`src/rtl/i2s_pkg.sv`:
```
// i2s_pkg: shared I2S frame constants, field positions and receiver FSM encoding.
package i2s_pkg;
  localparam int DEF_SAMPLE_BITS = 16;
  localparam int DEF_SLOT_BITS = 32;
  localparam int LEFT_MSB = 31;
  localparam int RIGHT_MSB = 15;
  typedef enum logic [1:0] {UNLOCKED, LEFT, RIGHT} state_e;
endpackage

```
`src/rtl/i2s_edge_sync.sv`:
```
// i2s_edge_sync: 2-FF synchronisers for bck/lrck/sin plus a BCK rising-edge strobe.
module i2s_edge_sync (
  input  logic in_clk,
  input  logic reset,
  input  logic bck_i,
  input  logic lrck_i,
  input  logic sin_i,
  output logic lr_o,
  output logic sin_o,
  output logic brise_o
);
  logic [2:0] bck_q;
  logic [1:0] lr_q, sin_q;
  always_ff @(posedge in_clk) begin
    if (reset) begin
      bck_q <= '0;
      lr_q  <= '0;
      sin_q <= '0;
    end else begin
      bck_q <= {bck_q[1:0], bck_i};
      lr_q  <= {lr_q[0], lrck_i};
      sin_q <= {sin_q[0], sin_i};
    end
  end
  assign lr_o    = lr_q[1];
  assign sin_o   = sin_q[1];
  assign brise_o = bck_q[1] & ~bck_q[2];
endmodule

```
`src/rtl/i2s_receiver.sv`:
```
// i2s_receiver: oversampled 64fs I2S receiver producing {left, right} words with lock tracking.
module i2s_receiver
  import i2s_pkg::*;
#(
  parameter int SAMPLE_BITS = DEF_SAMPLE_BITS,
  parameter int SLOT_BITS   = DEF_SLOT_BITS,
  parameter int TIMEOUT     = 255
) (
  input  logic              in_clk,
  input  logic              reset,
  input  logic              bck,
  input  logic              lrck,
  input  logic              sin,
  output logic [LEFT_MSB:0] out_data,
  output logic              out_valid,
  output logic              locked,
  output logic              frame_err
);
  localparam int IW = $clog2(TIMEOUT + 1);
  logic lr_s, sin_s, brise;
  state_e state_q, state_d;
  logic lr_prev_q, out_valid_q, locked_q, frame_err_q;
  logic [5:0] bit_cnt_q;
  logic [SAMPLE_BITS-1:0] left_q, right_q;
  logic [IW-1:0] idle_q;
  logic [LEFT_MSB:0] out_data_q;
  logic bound, len_ok, timeout, capture, publish, err;
  i2s_edge_sync u_sync (
    .in_clk (in_clk),
    .reset  (reset),
    .bck_i  (bck),
    .lrck_i (lrck),
    .sin_i  (sin),
    .lr_o   (lr_s),
    .sin_o  (sin_s),
    .brise_o(brise)
  );
  assign bound   = brise && (lr_s != lr_prev_q);
  assign len_ok  = bit_cnt_q == 6'(SLOT_BITS);
  assign timeout = !brise && idle_q == IW'(TIMEOUT);
  // I2S one-bit delay: the brise after a boundary (bit_cnt 1) carries the MSB
  assign capture = brise && !bound && bit_cnt_q != '0 && bit_cnt_q <= 6'(SAMPLE_BITS);
  always_comb begin
    state_d = state_q;
    publish = 1'b0;
    err     = 1'b0;
    if (timeout) state_d = UNLOCKED;
    else if (bound && state_q == UNLOCKED) state_d = lr_s ? UNLOCKED : LEFT;
    else if (bound) begin
      err     = !len_ok;
      publish = len_ok && !lr_s && state_q == RIGHT;
      state_d = lr_s ? (len_ok ? RIGHT : UNLOCKED) : LEFT;
    end
  end
  always_ff @(posedge in_clk) begin
    if (reset) begin
      state_q     <= UNLOCKED;
      lr_prev_q   <= 1'b0;
      bit_cnt_q   <= '0;
      left_q      <= '0;
      right_q     <= '0;
      idle_q      <= '0;
      out_data_q  <= '0;
      out_valid_q <= 1'b0;
      locked_q    <= 1'b0;
      frame_err_q <= 1'b0;
    end else begin
      state_q <= state_d;
      if (brise) begin
        lr_prev_q <= lr_s;
        bit_cnt_q <= bound ? 6'd1 : (bit_cnt_q == 6'd63 ? bit_cnt_q : bit_cnt_q + 6'd1);
      end
      if (capture && lr_s) right_q <= {right_q[SAMPLE_BITS-2:0], sin_s};
      if (capture && !lr_s) left_q <= {left_q[SAMPLE_BITS-2:0], sin_s};
      idle_q      <= brise ? '0 : (idle_q == IW'(TIMEOUT) ? idle_q : idle_q + IW'(1));
      out_valid_q <= publish;
      frame_err_q <= err;
      if (publish) out_data_q <= {left_q, right_q};
      locked_q <= publish ? 1'b1 : ((err || timeout) ? 1'b0 : locked_q);
    end
  end
  assign out_data  = out_data_q;
  assign out_valid = out_valid_q;
  assign locked    = locked_q;
  assign frame_err = frame_err_q;
endmodule

```
`config.mk`:
```
export PLATFORM = sky130hd
export DESIGN_NAME = i2s_receiver
export DESIGN_NICKNAME = d
export VERILOG_FILES = /design/src/rtl/i2s_pkg.sv /design/src/rtl/i2s_edge_sync.sv /design/src/rtl/i2s_receiver.sv
export SDC_FILE = /design/constraint.sdc
export NUM_CORES = 1
export LEC_CHECK = 0
export ABC_AREA = 1
export BUFFER_PORTS_ARGS = -buffer_cell sky130_fd_sc_hd__clkbuf_2
export CELL_PAD_IN_SITES_DETAIL_PLACEMENT = 1
export CELL_PAD_IN_SITES_GLOBAL_PLACEMENT = 2
export CORE_MARGIN = 8
export CORE_UTILIZATION = 30
export DETAILED_ROUTE_END_ITERATION = 16
export PLACE_DENSITY = 0.83
export SYNTH_ARGS = -nofsm -noshare
export SYNTH_HDL_FRONTEND = slang
export SYNTH_SLANG_ARGS = --single-unit
```
`constraint.sdc`:
```
create_clock -name in_clk -period 1.73 [get_ports in_clk]
set_input_delay 0.173 -clock in_clk [delete_from_list [all_inputs] [get_ports in_clk]]
set_output_delay 0.173 -clock in_clk [all_outputs]
set_load 0.02 [all_outputs]
```
# [Yosys cells after proc, flatten, opt, wreduce, memory -nomap -nowiden]
# Index checks and enable logic that the tools add are counted.
[totals] ff_bits=91 in_bits=5 out_inout_bits=35 elab_cells=61
[op_classes] eq_ne=6 n_mux=15 bitwise_logic=2 add_sub_neg=2 reduce_logical=22 n_lt_le_gt_ge=1
[ops] cell="== test 6 bit, second input constant" n=2
[ops] cell="2-to-1 mux 6 bit" n=2
[ops] cell="logical AND 1 bit" n=10
[ops] cell="2-to-1 mux 1 bit" n=9
[ops] cell="adder 8 x 1 -> 8 bit, second input constant" n=1
[ops] cell="== test 8 bit, second input constant" n=1
[ops] cell="2-to-1 mux 2 bit" n=4
[ops] cell="adder 6 x 1 -> 6 bit, second input constant" n=1
[ops] cell="<= comparator 6 x 5 -> 1 bit, second input constant" n=1
[ops] cell="nonzero test 6 bit" n=1
[ops] cell="zero test 1 bit" n=4
[ops] cell="nonzero test 2 bit" n=2
[ops] cell="OR reduction 2 bit" n=2
[ops] cell="== test 2 bit, second input constant" n=1
[ops] cell="zero test 2 bit" n=1
[ops] cell="!= test 2 bit, second input constant" n=1
[ops] cell="AND reduction 2 bit" n=1
[ops] cell="AND 1 bit" n=1
[ops] cell="logical OR 1 bit" n=1
[ops] cell="!= test 1 bit" n=1
[ops] cell="NOT 1 bit" n=1

# [Logic depth before layout (Yosys ltp)]
[logic_depth] ltp_word=9 mapped_depth=10

# [By module]
# From an unflattened synthesis, not the netlist that was laid out.
[unflattened] cells_unflattened=544 area_unflattened_um2=3871.2
[by_module_without_submodules] module="i2s_receiver" cells_each=522 seq_area_each_um2=1681.6 instances=1 area_per_inst_um2=3674.8
[by_module_without_submodules] module="i2s_edge_sync" cells_each=22 seq_area_each_um2=140.1 instances=1 area_per_inst_um2=196.4

# [Worst setup path before layout]
# OpenSTA, ideal clock, no wires.
[synth_timing] kind="register to register" from="register bit_cnt_q[0]" to="register left_q[10]" required_time_ps=1620 arrival_time_ps=1296 setup_slack_ps=324 path_stages_with_launch=10 synth_period_minus_slack_ps=1406 setup_time_ps=110 cell_sequence="dfxtp_1 inv_1 ha_1 nand3_2 nand2_2 nor2_4 buf_6 nand3_1 nand2_1 nor2_1"
[synth_via] elab_chain_cells=4 word_cells_on_any_way=5 classes_between="order compare (1); reduce/logical (4)"
[synth_lines] element="from (decl)" line_no="i2s_receiver.sv:23" source="logic [5:0] bit_cnt_q;"
[synth_lines] element="from (signal assigned)" line_no="i2s_receiver.sv:71" source="bit_cnt_q <= bound ? 6'd1 : (bit_cnt_q == 6'd63 ? bit_cnt_q : bit_cnt_q + 6'd1);"
[synth_lines] element="branches (longest 2 deep; another with <= comparator 6 x 5 -> 1 bit)"
[synth_lines] element="logical AND 1 bit (*)" line_no="i2s_receiver.sv:42" source="assign capture = brise && !bound && bit_cnt_q != '0 && bit_cnt_q <= 6'(SAMPLE_BITS);"
[synth_lines] element="logical AND 1 bit (*)" line_no="i2s_receiver.sv:74" source="if (capture && !lr_s) left_q <= {left_q[SAMPLE_BITS-2:0], sin_s};"
[synth_lines] element="to (signal assigned)" line_no="i2s_receiver.sv:74"
[synth_lines] element="to (decl)" line_no="i2s_receiver.sv:24" source="logic [SAMPLE_BITS-1:0] left_q, right_q;"
# Every way passes the cells marked *.
# A chain may end at the register's enable or synchronous reset.

# [Worst setup path after layout]
[layout_timing] from="register bit_cnt_q[0]" to="register out_data_q[5], in the netlist out_data[5]"
[layout_via] elab_chain_cells=6
[layout_lines] element="== test 6 bit" line_no="i2s_receiver.sv:39" source="assign len_ok = bit_cnt_q == 6'(SLOT_BITS);"
[layout_lines] element="logical AND 1 bit (2 in a row)" line_no="i2s_receiver.sv:51" source="publish = len_ok && !lr_s && state_q == RIGHT;"
[layout_lines] element="2-to-1 mux 1 bit" line_no="i2s_receiver.sv:49" source="else if (bound) begin"
[layout_lines] element="2-to-1 mux 1 bit" line_no="i2s_receiver.sv:48" source="else if (bound && state_q == UNLOCKED) state_d = lr_s ? UNLOCKED : LEFT;"
[layout_lines] element="2-to-1 mux 1 bit" line_no="i2s_receiver.sv:47" source="if (timeout) state_d = UNLOCKED;"
[layout_lines] element="to (signal assigned)" line_no="i2s_receiver.sv:78" source="if (publish) out_data_q <= {left_q, right_q};"
[layout_lines] element="to (decl)" line_no="i2s_receiver.sv:26" source="logic [LEFT_MSB:0] out_data_q;"
# No other way between the ends.

==> impl_metrics.json <==
{
  "yosys-top-cells-area": "dfxtp_1 (47%), nor2_1 (12%), nand2_1 (9.5%), inv_1 (9.0%), nand3_1 (5.4%)",
  "achievable-frequency_mhz": 634,
  "rsz0062_at_grt": "false",
  "tightestPinTransition_ns": 0.397,
  "path_cells": "inv_1 -> ha_1 -> nand4_1 -> inv_2 -> nand2_2 -> buf_8 -> o21ai_0 -> nor2_1",
  "rows": 41,
  "via_per_inst": 4.39,
  "synth-seq-cells": 91,
  "gr-total-overflow": 0,
  "slew_headroom_pct": 73.5,
  "cp_num_cells": 8,
  "grt_first_pass_wirelength_mm": 16.2,
  "pwr-share-clk_pct": 45.6,
  "worstPathRequired_ns": 1.96,
  "area_growth_pct": 18.1,
  "antenna_found_initial": 0,
  "slew_violations": 0,
  "cts_tree": "built",
  "wl_mm": 9.24,
  "ff2ff_setup_slack_ns": 0.15,
  "ys_warn_count": 0,
  "finalSetupViolations": 0,
  "grtUsageTotal_pct": 12.1,
  "fin_setup_tns_ns": 0,
  "firstDrtPassIters": 4,
  "io_pins": 40,
  "postCtsSetupBuffers": 0,
  "drc_errors": 0,
  "avgSynthCellArea_um2": 7.01,
  "synth_cell_type_count": 31,
  "drive_gt1_share_pct": 14.0,
  "swShare_pct": 21.5,
  "end_kind": "flip-flop",
  "arrival_ns": 1.81,
  "status": "finished clean",
  "yosys.area.top_type": "dfxtp_1",
  "critical_path_class": "reg -> reg",
  "min_period_over_period_pct": 91.2,
  "num-fill-cells": 1629,
  "yosysTopAreaCellShare_pct": 46.8,
  "die_area_mm2": 0.0169,
  "power_density_mw_per_mm2": 937,
  "fin_worst_skew_ns": 0.00652,
  "clock_tree.htree_level_count": 3,
  "grt_max_degree": 69,
  "reg2reg_depth": 8,
  "port_buffers": 39,
  "vias": 3392,
  "critPathLaunchType": "flip-flop",
  "max_stage_delay_ns": 0.34,
  "drt.antenna.violating_nets": 0,
  "clock_path_buffers": 2,
  "ir_drop_mv": 0.455,
  "dpl.hpwl_mm": 6.44,
  "crit_fanout": 33,
  "synth.cell_area_mm2": 0.00389,
  "period_needed_ns": 1.58,
  "drt_iter0_drc": 118,
  "layout_commonest_cell": "nor2_1",
  "hold_viol": 0,
  "numCtsBuffers": 9,
  "clock-sinks": 91,
  "rr_startpoint": "bit_cnt_q[0]",
  "path_clk_slew_ns": 0.06,
  "critPathBufInv": 3,
  "hold_depth": 3,
  "power_leakage_nw": 2.04,
  "critical-path-top-delay-family": "buffers and inverters",
  "start_util_pct": 30.7,
  "grt_pass1_vias": 3490,
  "seqPwrFrac_pct": 49.6,
  "diodes": 0,
  "cpMaxStageDelayCell": "dfxtp_2",
  "die_w_um": 130,
  "syn_nets": 564,
  "hold_class": "in -> reg",
  "core_mm2": 0.0127,
  "worstHoldEndpoint": "u_sync.lr_q[0]",
  "worstHoldStart": "lrck",
  "p_switching_mw": 0.928,
  "hold_slack_ns": 0.0169,
  "final_nets": 604,
  "root_buffer": "clkbuf_16",
  "wl_per_cell_um": 12.0,
  "combPwrFrac_pct": 4.8,
  "synth_cells": 556,
  "worst_skew_pair.late_latency_ns": 0.35,
  "r2r_end": "out_data[5]",
  "cap_violations": 0,
  "layout_common_cells": "nor2_1 (124), nand2_1 (98), inv_1 (93), dfxtp_1 (90), nand3_1 (42)",
  "cellInternalPower_mw": 3.38,
  "place_congestion": 0.789,
  "ys_seq_area_share_pct": 46.8,
  "die_h_um": 130
}
==> worst max-delay path by stage <==
| stage | from | end | slack (ns) |
|---|---|---|---|
| after global routing | bit_cnt_q[1] | bit_cnt_q[4] | 0.006 |
| final | bit_cnt_q[0] | out_data[5] | 0.15 |
| after CTS | bit_cnt_q[0] | out_data[27] | 0.03 |
| after detailed placement | bit_cnt_q[0] | out_data[27] | 0.06 |
| after floorplan | bit_cnt_q[0] | left_q[10] | 0.32 |
| after global placement | bit_cnt_q[0] | out_data[1] | 0.13 |
==> routing by layer <==
metal	track usage [%]	wire, µm
met4	5.53	183
met3	3.18	333
met5	0	0
met1	13.4	4220
met2	21.2	4490
==> flip-flops by register name (all words and copies together) (netlist names), 2 cells and up <==
name          flops
idle_q            8
left_q           16
out_data         32
u_sync.bck_q      3
u_sync.sin_q      2
bit_cnt_q         6
state_q           2
right_q          16
u_sync.lr_q       2
==> final cells by class <==
cell class	count	area (µm²)	area share, %
clock inverter	2	35.0	0.762
sequential	91	1820	39.6
timing repair buffer	51	323	7.02
clock buffer	13	260	5.66
tap	172	215	4.68
multi-input combinational	345	1570	34.1
inverter	98	373	8.11
==> cells by family (layout without fill, tap and decap cells) <==
| logic type | count (synthesis) | count (layout) | share of synthesized area (%) |
|---|---|---|---|
| AOI/OAI and AO/OA | 54 | 54 | 7.10 |
| xor gates and xnor gates | 1 | 1 | 0.225 |
| adders and majority gates | 3 | 3 | 0.964 |
| buffers and inverters | 120 | 164 | 13.0 |
| DFF | 91 | 91 | 46.8 |
| and+or+nand+nor | 287 | 287 | 32.0 |
==> through the flow <==
stage               setup WS, ns  total power [mW]  util, %  cell area [µm²]  instances
global route             0.00646              4.49     36.3             4600        772
global placement           0.129              2.38     33.7             4270        755
detailed placement        0.0598              2.39     33.7             4270        755
CTS                       0.0286              4.39     36.2             4590        772
floorplan                  0.324              2.33        -             3890        556
finish                     0.153              4.31     36.3             4600        772
==> cell usage after synthesis, drive strengths merged <==
cell	instances
a21oi	8
a31oi	2
buf	14
clkbuf	8
dfxtp	91
ha	3
inv	98
nand2	104
nand3	43
nand4	8
nor2	127
nor3	2
o211ai	1
o21ai	42
o22ai	1
or2	3
xnor2	1
==> power groups by stage <==
stage	Combinational, mW	Clock [mW]	Sequential [mW]
5_1_grt	0.240	2.12	2.14
6_report	0.207	1.96	2.14
3_3_place_gp	0.200	0	2.18
4_1_cts	0.212	2.04	2.14
3_5_place_dp	0.207	0	2.18
2_1_floorplan	0.151	0	2.18
==> worst reg2reg max path, cell delays in order (launching register included) <==
cell	delay, ns
dfxtp_2	0.34
inv_1	0.08
ha_1	0.20
nand4_1	0.15
inv_2	0.09
nand2_2	0.08
buf_8	0.19
o21ai_0	0.25
nor2_1	0.07
==> repair_timing <==
item	in CTS	in global routing
endpoints found under the hold margin	2	0
setup endpoints to repair	0	38
hold buffers	2	0
gates resized for setup	0	6
Note: power is estimated with default switching activity, not from simulation.
